[src/rtl/pipe_stage_pkg.sv]
// Shared pipeline package: default widths, entry layout, occupancy helper.
package pipe_stage_pkg;

    localparam int PIPE_DATA_W = 64;
    localparam int PIPE_CTRL_W = 8;
    localparam int PIPE_CNT_W  = 16;

    typedef struct packed {
        logic                   valid;
        logic [PIPE_CTRL_W-1:0] ctrl;
        logic [PIPE_DATA_W-1:0] data;
    } pipe_entry_t;

    function automatic logic [1:0] occ_count(input logic a, input logic b);
        return {1'b0, a} + {1'b0, b};
    endfunction

endpackage

[src/rtl/pipe_entry.sv]
// One pipeline entry: valid/ctrl/data register with load and ctrl-clearing kill.
module pipe_entry
    import pipe_stage_pkg::*;
#(
    parameter int CTRL_W = PIPE_CTRL_W,
    parameter int DATA_W = PIPE_DATA_W
) (
    input  logic              clk_i,
    input  logic              rst_i,
    input  logic              load_i,
    input  logic              clr_i,
    input  logic              valid_i,
    input  logic [CTRL_W-1:0] ctrl_i,
    input  logic [DATA_W-1:0] data_i,
    output logic              valid_o,
    output logic [CTRL_W-1:0] ctrl_o,
    output logic [DATA_W-1:0] data_o
);

    logic              valid_q;
    logic [CTRL_W-1:0] ctrl_q;
    logic [DATA_W-1:0] data_q;

    // Kill clears valid and control only; the datapath payload is left as-is.
    always_ff @(posedge clk_i or posedge rst_i) begin
        if (rst_i) begin
            valid_q <= 1'b0;
            ctrl_q  <= '0;
            data_q  <= '0;
        end else if (clr_i) begin
            valid_q <= 1'b0;
            ctrl_q  <= '0;
        end else if (load_i) begin
            valid_q <= valid_i;
            ctrl_q  <= valid_i ? ctrl_i : '0;
            data_q  <= data_i;
        end
    end

    assign valid_o = valid_q;
    assign ctrl_o  = ctrl_q;
    assign data_o  = data_q;

endmodule

[src/rtl/pipe_stage.sv]
// Pipeline register stage with skid entry, flush, and stall-cycle counter.
module pipe_stage
    import pipe_stage_pkg::*;
#(
    parameter int DATA_W = PIPE_DATA_W,
    parameter int CTRL_W = PIPE_CTRL_W,
    parameter int CNT_W  = PIPE_CNT_W
) (
    input  logic              clk,
    input  logic              reset,
    input  logic              in_valid,
    output logic              in_ready,
    input  logic [CTRL_W-1:0] in_ctrl,
    input  logic [DATA_W-1:0] in_data,
    output logic              out_valid,
    input  logic              out_ready,
    output logic [CTRL_W-1:0] out_ctrl,
    output logic [DATA_W-1:0] out_data,
    input  logic              flush,
    output logic [1:0]        occupancy,
    output logic [CNT_W-1:0]  stall_cnt
);

    localparam logic [CNT_W-1:0] CNT_MAX = {CNT_W{1'b1}};

    logic              main_v;
    logic [CTRL_W-1:0] main_c;
    logic [DATA_W-1:0] main_dat;
    logic              skid_v;
    logic [CTRL_W-1:0] skid_c;
    logic [DATA_W-1:0] skid_dat;

    logic              accept;
    logic              drain;
    logic              main_load;
    logic              skid_load;
    logic              main_v_d;
    logic [CTRL_W-1:0] main_c_d;
    logic [DATA_W-1:0] main_dat_d;
    logic              skid_v_d;

    logic [CNT_W-1:0]  cnt_q;
    logic [CNT_W-1:0]  cnt_d;

    assign in_ready  = ~skid_v;
    assign accept    = in_valid & in_ready & ~flush;
    assign drain     = main_v & out_ready;
    assign main_load = ~main_v | drain;
    assign skid_load = main_load | accept;

    // Skid has priority into main so that order is preserved.
    always_comb begin
        main_v_d   = skid_v | accept;
        main_c_d   = skid_v ? skid_c : in_ctrl;
        main_dat_d = skid_v ? skid_dat : in_data;
        skid_v_d   = accept & (skid_v | ~main_load);
    end

    pipe_entry #(
        .CTRL_W (CTRL_W),
        .DATA_W (DATA_W)
    ) u_main (
        .clk_i   (clk),
        .rst_i   (reset),
        .load_i  (main_load),
        .clr_i   (flush),
        .valid_i (main_v_d),
        .ctrl_i  (main_c_d),
        .data_i  (main_dat_d),
        .valid_o (main_v),
        .ctrl_o  (main_c),
        .data_o  (main_dat)
    );

    pipe_entry #(
        .CTRL_W (CTRL_W),
        .DATA_W (DATA_W)
    ) u_skid (
        .clk_i   (clk),
        .rst_i   (reset),
        .load_i  (skid_load),
        .clr_i   (flush),
        .valid_i (skid_v_d),
        .ctrl_i  (in_ctrl),
        .data_i  (in_data),
        .valid_o (skid_v),
        .ctrl_o  (skid_c),
        .data_o  (skid_dat)
    );

    always_comb begin
        cnt_d = cnt_q;
        if (main_v && !out_ready && cnt_q != CNT_MAX) begin
            cnt_d = cnt_q + CNT_W'(1);
        end
    end

    always_ff @(posedge clk or posedge reset) begin
        if (reset) begin
            cnt_q <= '0;
        end else begin
            cnt_q <= cnt_d;
        end
    end

    assign out_valid = main_v;
    assign out_ctrl  = main_c & {CTRL_W{main_v}};
    assign out_data  = main_dat;
    assign occupancy = occ_count(main_v, skid_v);
    assign stall_cnt = cnt_q;

endmodule

[config.mk]
export PLATFORM = sky130hd
export DESIGN_NAME = pipe_stage
export DESIGN_NICKNAME = d
export VERILOG_FILES = /design/src/rtl/pipe_stage_pkg.sv /design/src/rtl/pipe_entry.sv /design/src/rtl/pipe_stage.sv
export SDC_FILE = /design/constraint.sdc
export NUM_CORES = 1
export LEC_CHECK = 0
export CAP_MARGIN = 20
export CORE_MARGIN = 1.5
export CORE_UTILIZATION = 45
export CTS_BUF_LIST = sky130_fd_sc_hd__clkbuf_8
export DETAILED_ROUTE_END_ITERATION = 10
export GPL_TIMING_DRIVEN = 0
export PLACE_DENSITY_LB_ADDON = 0.08
export SLEW_MARGIN = 20
export SYNTH_ARGS = -nofsm -noshare
export SYNTH_HDL_FRONTEND = slang
export SYNTH_SLANG_ARGS = --single-unit
[constraint.sdc]
create_clock -name clk -period 4.88 [get_ports clk]
set_input_delay 0.732 -clock clk [delete_from_list [all_inputs] [get_ports clk]]
set_output_delay 0.732 -clock clk [all_outputs]
set_load 0.02 [all_outputs]
==> run metrics <==
result of the run=complete, no violations; Antenna Diode Count=0; worst-path fanout max=11; IR Drop Worst-Case VDD=~0.21 mV; synthesized instance count=578; fraction of final layout cells sized beyond drive strength 1=around 16%; die boundary height=127 um; number of max-slew violations in the final report=0; setup repair after global routing missed its margin=no; clock transition time at the flip-flop clock pins of the worst setup and hold paths=80 ps; share of power burned in registers=46.5%; maximum clock insertion buffer count=2; leak pwr=slightly below 4 nW; full die area=16200 um2; Root Buffer Master=sky130_fd_sc_hd__clkbuf_8; worst slew margin relative to its limit=between 60% and 70%; quantity of I/O buffers inserted on ports=168; final hold violation count=0; total congestion overflow after global routing=0; combined area of all synthesized cells=6940 um2; top cell type by total area after synthesis=sky130_fd_sc_hd__dfrtp_1; clock latency at the later pin of the worst-skew pair=440 ps; standard-cell row count=45; Die X-Extent=127 um; number of I/O pins=approximately 170; half-perimeter wire length of the detailed placement result=11300 um; Setup Skew=roughly 11 ps; class of the tightest hold or removal check=reg -> reg; drt via density=between 5 and 6; WHS=480 ps; Critical Path Start Type=flop; syn_nets=657; fill count=~1200; # Post-CTS Setup Buffers=0; sequential-to-total area share from yosys stat=about three fifths; effective utilization at floorplan=a little under half; initial antenna violation count=0; Area contributors post-synth=sky130_fd_sc_hd__dfrtp_1 58%, sky130_fd_sc_hd__mux2i_1 10%, sky130_fd_sc_hd__mux2_2 9.1%; number of nets still failing antenna checks after routing=0; maximum number of pins on one net before global-route repair=35; final-stage net count=849; path type of the worst setup path=reg -> out; final period utilization=54.0%; gp weighted congestion=0.792; total number of vias=4959; TritonCTS buffer count=17; most used cells in the layout excluding fill and tap cells=168 x sky130_fd_sc_hd__clkdlybuf4s50_1, 162 x sky130_fd_sc_hd__dfrtp_1, 98 x sky130_fd_sc_hd__nand2_1, 73 x sky130_fd_sc_hd__o21ai_0, 72 x sky130_fd_sc_hd__mux2i_1; switching part of the total=between 20% and 30%; power spent charging and discharging nets=907 uW; final setup TNS=0 ps; final setup violation count=0; clock sink count=~160; shortest clock period the worst path allows after layout=2640 ps; area share of the leading cell type in the synthesized netlist=between 50% and 60%; wire length of the first global-routing pass=25600 um; Crit. End Element=output port; Clock Power Share=34.0%; global router's overall resource usage=20.3%; peak clock frequency supported by timing=about 0.38 GHz; area of the core=15100 um2; count of hold-fix buffers inserted at cts=0; average cell area after synthesis=12.0 um2; clock tree from TritonCTS=done; final wirelength=around 15000 um; Area growth syn-to-layout=36.3%; commonest non-fill, non-tap cell in the layout=sky130_fd_sc_hd__clkdlybuf4s50_1; share of total power in combinational logic=19.5%; vias in the first global route=5086; critical path data arrival time=1900 ps; Synth warnings=0; Netlist cell types=34; post-cts resize count=0; DR iter-0 viols=156; DRC Markers=0; drt first pass iters=4; worst endpoint required time=4150 ps; number of levels the H-tree was split into=4; max-cap viol count=0; cell internal power dissipation=2.54 mW; flip-flop and latch count after synthesis=162; pwr/cell area=roughly 360 nW/um2; mean routed wirelength per cell=15.9 um; actual slew at the worst max-slew pin=521 ps
path summary, 6_finish.rpt:
check | slack (ps) | endpoint | start | depth (start not counted)
setup / recovery | 2240 | occupancy[0] | u_main.valid_o | 2
max in group asynchronous | 3230 | u_main.data_o[6] | reset | 5
setup reg to reg | 2890 | u_skid.data_o[52] | u_skid.valid_o | 5
min in group asynchronous | 680 | u_main.data_o[41] | reset | 2
hold reg to reg | 480 | u_main.ctrl_o[4] | u_main.ctrl_o[4] | 2
hold / removal | 480 | u_main.ctrl_o[4] | u_main.ctrl_o[4] | 2
per-stage QoR:
stage	instance area (um2)	total power, mW	std cells	setup slack, ps	utilization (%)
floorplan	6950	1.96	578	2090	-
global placement	8860	2.27	934	789	58.5
detailed placement	8970	2.31	939	2110	59.2
CTS	9460	3.49	971	2190	62.5
global route	9460	3.62	971	2120	62.5
finish	9460	3.44	971	2240	62.5
cell type report:
class	instances	area [um2]	share of cell area (%)
plain buffers	34	201	2.13
repair buffers	173	1790	18.9
well taps	188	235	2.49
flip-flops and latches	162	4050	42.8
inverters	2	11.3	0.119
multi-input cells	380	2680	28.3
clock inverters	13	230	2.43
clock buffers	19	262	2.76
routing by layer:
layer | share of wire (%) | global-route usage, %
met3 | 6.3 | 7.04
met5 | 0 | 0
met2 | 48 | 33.3
met4 | 0.93 | 5.35
met1 | 45 | 25.8
kinds of logic after synthesis:
group | synth area share [%]
DFF | 58.4
muxes | 20.9
and+or+nand+nor | 8.92
AOI/OAI and AO/OA | 6.99
buffers and inverters | 3.01
xor gates and xnor gates | 1.39
adders and majority gates | 0.360
registers in the layout, summed over array words and instances, names as in the netlist:
register and cells:
stall_cnt 16, u_main.ctrl_o 8, u_main.data_o 64, u_main.valid_o 1
u_skid.ctrl_o 8, u_skid.data_o 64, u_skid.valid_o 1
worst max-delay path, stage by stage, from the launching register on:
cell,delay (ps)
sky130_fd_sc_hd__dfrtp_1,510
sky130_fd_sc_hd__ha_1,340
sky130_fd_sc_hd__clkdlybuf4s50_1,620
power groups by stage:
stage	registers [mW]	clock network, mW	logic [mW]
finish	1.60	1.17	0.672
CTS	1.60	1.20	0.684
floorplan	1.72	0	0.240
detailed placement	1.63	0	0.682
global route	1.62	1.26	0.730
global placement	1.62	0	0.656
synthesized netlist by cell type:
cell type / number
sky130_fd_sc_hd__a21oi_1: 13
sky130_fd_sc_hd__a21oi_4: 1
sky130_fd_sc_hd__a31oi_1: 3
sky130_fd_sc_hd__and2_1: 9
sky130_fd_sc_hd__and3_1: 4
sky130_fd_sc_hd__and4_1: 3
sky130_fd_sc_hd__buf_1: 2
sky130_fd_sc_hd__buf_2: 14
sky130_fd_sc_hd__buf_4: 1
sky130_fd_sc_hd__buf_6: 7
sky130_fd_sc_hd__clkbuf_1: 10
sky130_fd_sc_hd__dfrtp_1: 162
sky130_fd_sc_hd__ha_1: 2
sky130_fd_sc_hd__inv_1: 2
sky130_fd_sc_hd__mux2_1: 9
sky130_fd_sc_hd__mux2_2: 56
sky130_fd_sc_hd__mux2i_1: 72
sky130_fd_sc_hd__nand2_1: 98
sky130_fd_sc_hd__nand2b_1: 1
sky130_fd_sc_hd__nand3_1: 3
sky130_fd_sc_hd__nand4_1: 2
sky130_fd_sc_hd__nand4_2: 1
sky130_fd_sc_hd__nor2_1: 8
sky130_fd_sc_hd__nor2b_1: 3
sky130_fd_sc_hd__nor2b_4: 1
sky130_fd_sc_hd__nor3_2: 1
sky130_fd_sc_hd__nor3b_2: 1
sky130_fd_sc_hd__o21a_1: 2
sky130_fd_sc_hd__o21ai_0: 73
sky130_fd_sc_hd__o21ai_1: 1
sky130_fd_sc_hd__or2_2: 1
sky130_fd_sc_hd__or3_1: 1
sky130_fd_sc_hd__xnor2_1: 3
sky130_fd_sc_hd__xor2_1: 8
Note: power is estimated with default switching activity, not from simulation.
